$ cat config.mk
export PLATFORM = sky130hd
export DESIGN_NAME = example_data_memory_arbiter
export DESIGN_NICKNAME = d
export VERILOG_FILES = /design/src/rtl/example_data_memory_arbiter_pkg.sv /design/src/rtl/example_arb_picker.sv /design/src/rtl/example_data_memory_arbiter.sv
export SDC_FILE = /design/constraint.sdc
export NUM_CORES = 1
export LEC_CHECK = 0
export CAP_MARGIN = 20
export CELL_PAD_IN_SITES_DETAIL_PLACEMENT = 0
export CELL_PAD_IN_SITES_GLOBAL_PLACEMENT = 1
export CORE_AREA = 2 2 154 156
export DETAILED_ROUTE_END_ITERATION = 6
export DIE_AREA = 0 0 156 158
export PLACE_DENSITY_LB_ADDON = 0.08
export SETUP_SLACK_MARGIN = 0.4
export SYNTH_ARGS = -nofsm -noshare
export SYNTH_HDL_FRONTEND = slang
export SYNTH_HIERARCHICAL = 1
export SYNTH_SLANG_ARGS = --single-unit
$ cat constraint.sdc
create_clock -name clock -period 1.48 [get_ports clock]
set_clock_uncertainty 0.15 [all_clocks]
set_input_delay 0.296 -clock clock [delete_from_list [all_inputs] [get_ports clock]]
set_output_delay 0.296 -clock clock [all_outputs]
set_load 0.05 [all_outputs]
$ cat src/rtl/example_data_memory_arbiter_pkg.sv
// Shared types for the two-master data memory arbiter (package rv_arbiter).
package rv_arbiter;

  localparam int unsigned MASTER_COUNT = 2;

  typedef enum logic [1:0] {
    ARB_IDLE    = 2'd0,
    ARB_ACCESS  = 2'd1,
    ARB_RESPOND = 2'd2
  } arb_state_t;

endpackage

$ cat src/rtl/example_arb_picker.sv
// Combinational winner select; on a tie the requester not granted last time wins.
module example_arb_picker
  import rv_arbiter::*;
(
  input  logic [MASTER_COUNT-1:0] req_valid,
  input  logic                    last_grant,
  output logic                    grant_valid,
  output logic                    grant_id
);

  always_comb begin
    grant_valid = |req_valid;
    case (req_valid)
      2'b01:   grant_id = 1'b0;
      2'b10:   grant_id = 1'b1;
      2'b11:   grant_id = ~last_grant;
      default: grant_id = 1'b0;
    endcase
  end

endmodule

$ cat src/rtl/example_data_memory_arbiter.sv
// Two-master data memory arbiter: IDLE -> ACCESS -> RESPOND, one transaction in flight.
// Define RV_ARB_ROUND_ROBIN_EN for round-robin ties; otherwise m0 has fixed priority.
module example_data_memory_arbiter
  import rv_arbiter::*;
#(
  parameter logic INIT_LAST_GRANT = 1'b1
) (
  input  logic        clock,
  input  logic        reset_n,
  input  logic        m0_req_valid,
  output logic        m0_req_ready,
  input  logic [31:0] m0_addr,
  input  logic [31:0] m0_wdata,
  input  logic [3:0]  m0_byte_enable,
  input  logic        m0_write,
  output logic        m0_rsp_valid,
  input  logic        m0_rsp_ready,
  output logic [31:0] m0_rsp_data,
  input  logic        m1_req_valid,
  output logic        m1_req_ready,
  input  logic [31:0] m1_addr,
  input  logic [31:0] m1_wdata,
  input  logic [3:0]  m1_byte_enable,
  input  logic        m1_write,
  output logic        m1_rsp_valid,
  input  logic        m1_rsp_ready,
  output logic [31:0] m1_rsp_data,
  output logic [31:0] bus_address,
  output logic [31:0] bus_write_data,
  output logic [3:0]  bus_byte_enable,
  output logic        bus_read_enable,
  output logic        bus_write_enable,
  input  logic [31:0] bus_read_data
);

  arb_state_t state_q, state_d;

  logic [MASTER_COUNT-1:0] req_valid;
  logic grant_valid, grant_id, last_grant, accept;

  logic [31:0] addr_q, wdata_q, rsp_data_q;
  logic [3:0]  be_q;
  logic        write_q, id_q;

  assign req_valid = {m1_req_valid, m0_req_valid};
  assign accept    = (state_q == ARB_IDLE) && grant_valid;

  example_arb_picker u_picker (
    .req_valid   (req_valid),
    .last_grant  (last_grant),
    .grant_valid (grant_valid),
    .grant_id    (grant_id)
  );

`ifdef RV_ARB_ROUND_ROBIN_EN
  logic last_grant_q;

  always_ff @(posedge clock or negedge reset_n) begin
    if (!reset_n) begin
      last_grant_q <= INIT_LAST_GRANT;
    end else if (accept) begin
      last_grant_q <= grant_id;
    end
  end

  assign last_grant = last_grant_q;
`else
  // Pretending m1 was last granted makes the picker resolve every tie to m0.
  logic unused_init_last_grant;
  assign unused_init_last_grant = INIT_LAST_GRANT;
  assign last_grant = 1'b1;
`endif

  always_ff @(posedge clock or negedge reset_n) begin
    if (!reset_n) begin
      state_q <= ARB_IDLE;
    end else begin
      state_q <= state_d;
    end
  end

  always_ff @(posedge clock or negedge reset_n) begin
    if (!reset_n) begin
      addr_q     <= '0;
      wdata_q    <= '0;
      be_q       <= '0;
      write_q    <= 1'b0;
      id_q       <= 1'b0;
      rsp_data_q <= '0;
    end else begin
      if (accept) begin
        addr_q  <= grant_id ? m1_addr        : m0_addr;
        wdata_q <= grant_id ? m1_wdata       : m0_wdata;
        be_q    <= grant_id ? m1_byte_enable : m0_byte_enable;
        write_q <= grant_id ? m1_write       : m0_write;
        id_q    <= grant_id;
      end
      if (state_q == ARB_ACCESS) begin
        rsp_data_q <= write_q ? 32'h0 : bus_read_data;
      end
    end
  end

  always_comb begin
    state_d = state_q;
    case (state_q)
      ARB_IDLE:    if (grant_valid) state_d = ARB_ACCESS;
      ARB_ACCESS:  state_d = ARB_RESPOND;
      ARB_RESPOND: if (id_q ? m1_rsp_ready : m0_rsp_ready) state_d = ARB_IDLE;
      default:     state_d = ARB_IDLE;
    endcase
  end

  always_comb begin
    m0_req_ready     = 1'b0;
    m1_req_ready     = 1'b0;
    m0_rsp_valid     = 1'b0;
    m1_rsp_valid     = 1'b0;
    m0_rsp_data      = '0;
    m1_rsp_data      = '0;
    bus_address      = '0;
    bus_write_data   = '0;
    bus_byte_enable  = '0;
    bus_read_enable  = 1'b0;
    bus_write_enable = 1'b0;
    case (state_q)
      ARB_IDLE: begin
        m0_req_ready = grant_valid && !grant_id;
        m1_req_ready = grant_valid && grant_id;
      end
      ARB_ACCESS: begin
        bus_address      = addr_q;
        bus_write_data   = wdata_q;
        bus_byte_enable  = be_q;
        bus_write_enable = write_q;
        bus_read_enable  = !write_q;
      end
      ARB_RESPOND: begin
        if (id_q) begin
          m1_rsp_valid = 1'b1;
          m1_rsp_data  = rsp_data_q;
        end else begin
          m0_rsp_valid = 1'b1;
          m0_rsp_data  = rsp_data_q;
        end
      end
      default: ;
    endcase
  end

endmodule

# After elaboration in Yosys (flattened, before gate mapping)
# Cells that the tools add are included.
[word_totals] regBits=104
[classes] eq_ne=5 muxes=25 n_reduce_logical=8
[op_table] op="$mux 32" count=9
[op_table] op="$mux 1" count=11
[op_table] op="$mux 4" count=2
[op_table] op="$pmux 2 s3" count=1
[op_table] op="$eq 2x2->1 const B" count=2
[op_table] op="$mux 2" count=2
[op_table] op="$ne 2x2->1 const B" count=2
[op_table] op="$logic_and 1x1->1" count=3
[op_table] op="$eq 2x1->1 const B" count=1
[op_table] op="$logic_not 1->1" count=2
[op_table] op="$logic_not 2->1" count=1
[op_table] op="$reduce_and 2->1" count=1
[op_table] op="$reduce_or 2->1" count=1

# Logic depth before layout (Yosys ltp)
# Gate-level depths: netlist of the first run.
[depth] depth_word=5 ltp_mapped=5 depth_no_buf=3

# By module
# Netlist of the first run, hierarchy kept.
[by_module_without_submodules] module="example_data_memory_arbiter" n_inst=1 cells_per_inst=488 area_per_inst_um2=6323.6 seq_area_each_um2=2602.5
[by_module_without_submodules] module="example_arb_picker" n_inst=1 cells_per_inst=2 area_per_inst_um2=13.8 seq_area_each_um2=0.0

# Worst setup path after synthesis of the first run
# No wires, ideal clock.
[synth_path] kind="register to output" startpoint="register state_q[0]" endpoint="output m0_req_ready" t_arrival_ns=1.703 required_ns=1.034 slack_ns=-0.669 stages_incl_launch_ff=5 path_buffers=2 path_cell_list="dfrtp_1 > nor3b_2 > buf_6 > buf_8 > nor2b_1"
[synth_via] elab_chain_cells=2
[synth_lines] element="start: declaration" line_no="example_data_memory_arbiter.sv:36" text="arb_state_t state_q, state_d;"
[synth_lines] element="start signal: assignment" line_no="example_data_memory_arbiter.sv:78" text="state_q <= state_d;"
[synth_lines] element="$logic_not 2->1" line_no="example_data_memory_arbiter.sv:126" text="case (state_q)"
[synth_lines] element="$mux 1" line_no="example_data_memory_arbiter.sv:126"
[synth_lines] element="end: declaration" line_no="example_data_memory_arbiter.sv:11" text="output logic m0_req_ready,"
# Every way passes these cells.

# Worst setup path after layout of the first run
[layout_path] startpoint="register state_q[1]" endpoint="output bus_write_data[29]"
[layout_via] elab_chain_cells=2
[layout_lines] element="$eq 2x1->1" line_no="example_data_memory_arbiter.sv:126"
[layout_lines] element="$mux 32" line_no="example_data_memory_arbiter.sv:126"
[layout_lines] element="end: declaration" line_no="example_data_memory_arbiter.sv:29" text="output logic [31:0] bus_write_data,"
# Every way passes these cells.

==> reports/qor.yml, run 1 <==
die:
  die_h_um: 158
  rows: 56
  core_area_mm2: 0.02305
  start_util_pct: 27.49
  chipWidth_um: 156
  die_area_mm2: 0.02465
  io_pins: 314
clock_network:
  cts_buffers: 9
  cts_root_buf: "clkbuf_16"
  cts_buffer_depth: 2
  clk_pin_slew_ns: 0.07
  htree_levels: 3
  cts_tree: "done"
  cts.sinks: 104
  clkLatencyLatePin_ns: 0.34
grt:
  grt_first_pass_wirelength_mm: 31.53
  antenna_found_initial: 0
  use_met1_pct: 20.86
  grt-busiest-layer: "met2"
  grt_pass1_vias: 5301
  gr-usage-met3_pct: 4.845
  gr-total-overflow: 0
  use_met2_pct: 28.66
  grt_usage_pct: 16.82
  grt_max_degree: 56
sta:
  setup_ws_ns: -0.6193
  slew_violations: 0
  final.setup.tns_ns: -113.51
  finalHoldViolations: 0
  setup_violations: 240
  rsz0062_at_grt: "yes"
  fmax_ghz: 0.4763
  post-route-period-util_pct: 141.8
  min_period_ns: 2.099
setup_path:
  r2r-end: "addr_q[5]$_DFFE_PN0P_"
  r2r-start: "state_q[1]$_DFFE_PN0P_"
  critPathMaxFanout: 6
  worstPathArrival_ns: 1.65
  crit_path_end_kind: "primary output"
  required_ns: 1.03
  r2r_slack_ns: -0.52
  critPathKind: "register to primary output"
  r2r_cells: 8
  start_kind: "register"
route:
  drt-pass1-iter-count: 4
  wl_per_cell_um: 18.50
  ant_nets: 0
  drc: 0
  via_per_inst: 4.345
  vias: 4997
  wl_mm: 21.28
  drt_iter0_drc: 134
min_path:
  hold_class: "primary input to asynchronous set/reset pin"
synth:
  syn_area_mm2: 0.006337
  syn_inst: 490
  yosysTopAreaCellShare_pct: 41.07
  netlist-cell-type-count: 23
  avgSynthCellArea_um2: 12.93
  synth_nets: 666
  synth.yosys.warnings: 6
  synth_seq_cells: 104
  synth_area_leaders: "dfrtp_1 41%, mux2_4 18%, mux2_2 15%"
  yosysTopAreaCell: "dfrtp_1"
  ys_seq_area_share_pct: 41.07
cells_and_area:
  n_antenna_cell: 0
  fillers: 1902
  finalCoreUtilization_pct: 56.96
  multi_input_area_mm2: 0.004096
  seqCellArea_mm2: 0.002604
  areaGrowthSynthToFinish_pct: 107.2
  nets: 1031
  drive_above_1_share_pct: 63.49
place:
  hpwlAfterDp_mm: 14.80
  buffer_ports.inserted: 313
  place_congestion: 0.7323
pwr:
  design_power_total_uw: 25820
  power_leakage_uw: 0.005917
  p_per_area_mw_per_mm2: 1966
  max-vdd-ir-drop_v: 0.0007805
outcome:
  violations: "negative setup slack"
  status: "finished with violations"
job:
  cap_violations: 0
==> cell usage in the layout, fill, tap and decap left out, types with 2 or more instances in the layout <==
cell type / synthesis / layout
and2b_1: 16 / 16
dlygate4sd2_1: 0 / 2
nor3b_4: 0 / 2
buf_8: 1 / 3
clkdlybuf4s50_1: 0 / 172
mux2_2: 82 / 4
buf_16: 0 / 10
buf_4: 0 / 20
nor2b_1: 17 / 16
clkinv_2: 0 / 2
buf_12: 7 / 161
dfrtp_1: 104 / 103
nand2b_1: 2 / 2
and2_4: 0 / 133
mux2_4: 74 / 168
nor2b_4: 0 / 2
clkbuf_8: 5 / 3
buf_6: 7 / 14
clkbuf_16: 0 / 16
==> flip-flops by register name, summed over array words and instances (netlist names) <==
name / flops
write_q: 1
id_q: 1
rsp_data_q: 32
be_q: 4
state_q: 2
wdata_q: 32
addr_q: 32
==> final cells by class <==
cell class / count / share of cell area (%)
clock buffers: 12 / 2.030
clock inverters: 4 / 0.2001
repair buffers: 390 / 43.98
well taps: 290 / 2.763
flip-flops and latches: 104 / 19.83
multi-input cells: 350 / 31.20
==> where the power goes <==
part | leakage (uW) | internal, uW | total, uW | switching, uW
sequential | 0.00125 | 4220 | 5150 | 932
combinational | 0.00452 | 10700 | 18300 | 7570
clock | 0.000145 | 1280 | 2380 | 1100
==> synthesized netlist by cell type, drive strengths merged <==
| cell | n |
|---|---|
| and2b | 16 |
| and2 | 134 |
| buf | 18 |
| o21ai | 1 |
| dfrtp | 104 |
| nand2b | 2 |
| mux2 | 172 |
| nor2 | 1 |
| conb | 1 |
| a21boi | 1 |
| nor3b | 2 |
| clkbuf | 18 |
| or2 | 1 |
| and3b | 1 |
| nor2b | 18 |
==> routing by layer <==
layer  up-vias  share of wire (%)
li1       2370                  -
met1      2422                 42
met2       190                 50
met3        15                7.0
met4         0                1.2
met5         -                  0
==> critical path: stages (launching register included) <==
cell and delay (ns):
dfrtp_2 0.45, nor2b_4 0.19, buf_8 0.14, buf_12 0.13, buf_16 0.12, and2_4 0.15
buf_12 0.13
==> cells by family after synthesis <==
| kind of cell | share of synthesized area [%] |
|---|---|
| buffers and inverters | 5.903 |
| muxes | 34.95 |
| DFF | 41.07 |
| other | 0.05917 |
| and+or+nand+nor | 17.83 |
| AOI/OAI and AO/OA | 0.1974 |
==> metrics by stage <==
step           instances  setup WS, ns  hold slack, ns  instance area, um^2
3_5_place_dp        1091       -0.7505          0.1823                11910
4_1_cts             1132       -0.6387          0.3392                12720
3_3_place_gp        1091       -0.7700          0.1831                11910
2_1_floorplan        490       -0.2649         -0.1496                 7114
5_1_grt             1150       -0.7120          0.3514                13130
6_report            1150       -0.6193          0.3371                13130
==> how the worst max path moves through the flow <==
stage	from	to	cells after the start
final	state_q[1]$_DFFE_PN0P_	bus_write_data[29]	6
after detailed placement	m1_req_valid	wdata_q[8]$_DFFE_PN0P_	5
after floorplan	state_q[1]$_DFFE_PN0P_	m0_req_ready	4
after CTS	state_q[0]$_DFFE_PN0P_	m0_rsp_data[12]	5
after global placement	m0_req_valid	wdata_q[27]$_DFFE_PN0P_	6
after global routing	state_q[0]$_DFFE_PN0P_	m0_rsp_data[4]	5
==> timing repair <==
| item | CTS | global route |
|---|---|---|
| endpoints found under the hold margin | 104 | 0 |
| gates cloned | 10 | 9 |
| buffers inserted | 14 | 9 |
| pin swaps | 33 | 26 |
| setup endpoints to repair | 242 | 242 |
| hold buffers | 1 | 0 |
| gates resized for setup | 32 | 41 |
Power figures use the tool's default switching activity.
==> run 2, diff against run 1 <==
--- a/config.mk
+++ b/config.mk
@@ -11,7 +11,7 @@
 export CORE_AREA = 2 2 154 156
 export DETAILED_ROUTE_END_ITERATION = 6
 export DIE_AREA = 0 0 156 158
-export PLACE_DENSITY_LB_ADDON = 0.08
+export PLACE_DENSITY = 0.8
 export SETUP_SLACK_MARGIN = 0.4
 export SYNTH_ARGS = -nofsm -noshare
 export SYNTH_HDL_FRONTEND = slang
==> reports/qor.yml, run 2 (synthesized netlist as in run 1, its figures left out) <==
cells_and_area:
  fillers: 1812  # -4.7%
  nets: 1052  # +2.0%
  drive_above_1_share_pct: 64.25  # +0.76 points
  most-common-layout-cells: "172 x clkdlybuf4s50_1, 168 x mux2_4, 167 x buf_12"
  n_antenna_cell: 0  # unchanged
  final_cell_area_mm2: 0.01361  # +3.6%
  multi_input_area_mm2: 0.004098  # about the same
  reg_top3: "addr_q x32, rsp_data_q x32, wdata_q x32"
  final_common_cell: "clkdlybuf4s50_1"
  seqCellArea_mm2: 0.002605  # about the same
  areaGrowthSynthToFinish_pct: 114.7
clock_network:
  htree_levels: 3  # unchanged
  cts_tree: "done"
  cts_root_buf: "clkbuf_16"
  cts.sinks: 104  # unchanged
  cts_buffers: 9  # unchanged
  clk_pin_slew_ns: 0.08  # about the same
  clkLatencyLatePin_ns: 0.35  # about the same
  cts_buffer_depth: 2  # unchanged
die:
  chipWidth_um: 156  # unchanged
  die_h_um: 158  # unchanged
  core_area_mm2: 0.02305  # unchanged
  io_pins: 314  # unchanged
  rows: 56  # unchanged
  die_area_mm2: 0.02465  # unchanged
  start_util_pct: 27.49  # unchanged
setup_path:
  r2r_slack_ns: -0.61  # -0.09 ns
  crit_path_end_kind: "primary output"
  endpoint: "m1_rsp_data[5]"
  start_kind: "register"
  worstPathArrival_ns: 1.72  # +0.07 ns
  r2r-start: "state_q[0]$_DFFE_PN0P_"
  r2r_cells: 9  # +1
  critPathMaxFanout: 8  # +2
  required_ns: 1.03  # about the same
  setup.worst_path.start: "state_q[1]$_DFFE_PN0P_"
  r2r-end: "wdata_q[16]$_DFFE_PN0P_"
  critPathKind: "register to primary output"
place:
  dp_slack_ns: -0.8351  # -0.08454 ns
  hpwlAfterDp_mm: 14.03  # -5.2%
  placed_cell_area_mm2: 0.01191  # unchanged
  place_congestion: 0.7540  # +3.0%
  buffer_ports.inserted: 313  # unchanged
route:
  drt_iter0_drc: 139  # +3.7%
  wl_mm: 22.03  # +3.5%
  wl_met1_mm: 9.441  # +6.5%
  drc: 0  # unchanged
  vias: 5115  # +2.4%
  ant_nets: 0  # unchanged
  route.met3.wl_mm: 1.356  # -9.5%
  wl_per_cell_um: 18.81  # +1.7%
  met2_length_mm: 11.02  # +3.3%
  drt-pass1-iter-count: 4  # unchanged
  top_layer: "met4"
  via_per_inst: 4.368  # +0.53%
pwr:
  p_per_area_mw_per_mm2: 1999  # +1.7%
  design_power_total_uw: 27200  # +5.4%
  max-vdd-ir-drop_v: 0.0009328  # +20%
  power_leakage_uw: 0.006137  # +3.7%
sta:
  post-route-period-util_pct: 146.7  # +4.8 points
  setup_violations: 241  # +0.42%
  rsz0062_at_grt: "yes"
  fmax_ghz: 0.4607  # -3.3%
  setup_ws_ns: -0.6908  # -0.07153 ns
  slew_violations: 0  # unchanged
  min_period_ns: 2.171  # +0.07153 ns
  finalHoldViolations: 0  # unchanged
outcome:
  status: "finished with violations"
  violations: "negative setup slack"
job:
  cap_violations: 0  # unchanged
grt:
  grt_first_pass_wirelength_mm: 31.13  # -1.3%
  grt_max_degree: 34  # -39%
  antenna_found_initial: 0  # unchanged
  gr-total-overflow: 0  # unchanged
  grt_pass1_vias: 5218  # -1.6%
  grt_usage_pct: 16.57  # -0.24 points
min_path:
  hold_class: "primary input to asynchronous set/reset pin"
==> run 2: cell count changes in the layout (fill, tap and decap cells not counted), sizes merged <==
cell,previous run,this run
clkinv,2,1
bufbuf,0,2
inv,1,3
clkbuf,19,21
buf,208,224
==> run 2: worst max-delay path: stages, from the launching register on <==
cell       delay, ns
dfrtp_2         0.44
buf_6           0.12
and3b_2         0.32
clkbuf_16       0.20
and2_4          0.16
buf_12          0.13
==> run 2: repair_timing <==
action	4_1_cts	5_1_grt
hold endpoints to repair	18	0
buffers inserted	22	17
gates cloned	17	12
pin swaps	25	8
hold buffers	1	0
gates resized for setup	20	64
endpoints found under the setup margin	242	328
==> run 2: cell type report <==
class | count | area share (%)
multi-input combinational | 350 | 30.11
clock inverter | 5 | 0.3494
sequential | 104 | 19.14
tap | 290 | 2.666
timing repair buffer | 411 | 45.95
clock buffer | 11 | 1.784
==> run 2: power breakdown <==
part	total (uW)	switching [uW]	leakage [uW]	internal [uW]
sequential	5210	990	0.00125	4220
clock	2410	1190	0.000140	1230
combinational	19600	7910	0.00474	11700
==> run 2: layer usage <==
| metal | vias up | track usage [%] |
|---|---|---|
| met5 | - | 0 |
| met4 | 0 | 3.495 |
| met3 | 13 | 4.572 |
| met2 | 197 | 28.07 |
| met1 | 2483 | 21.22 |
| li1 | 2422 | - |
==> run 2: per-stage QoR <==
step | utilization, % | cells | hold slack (ns) | TNS (ns)
2_1_floorplan | - | 490 | -0.1496 | -23.85
3_3_place_gp | 51.65 | 1086 | 0.08810 | -98.50
3_5_place_dp | 51.65 | 1086 | 0.09377 | -102.12
4_1_cts | 56.34 | 1142 | 0.2602 | -138.26
5_1_grt | 59.04 | 1171 | 0.2491 | -151.69
6_report | 59.04 | 1171 | 0.2424 | -136.83
==> run 2: worst min-delay path by stage <==
stage	start	to	slack [ns]
4_1_cts	reset_n	rsp_data_q[3]$_DFFE_PN0N_	0.26
3_5_place_dp	reset_n	rsp_data_q[3]$_DFFE_PN0N_	0.09
6_report	reset_n	rsp_data_q[0]$_DFFE_PN0N_	0.24
3_3_place_gp	reset_n	rsp_data_q[3]$_DFFE_PN0N_	0.09
5_1_grt	reset_n	rsp_data_q[3]$_DFFE_PN0N_	0.25
2_1_floorplan	reset_n	addr_q[0]$_DFFE_PN0P_	-0.15
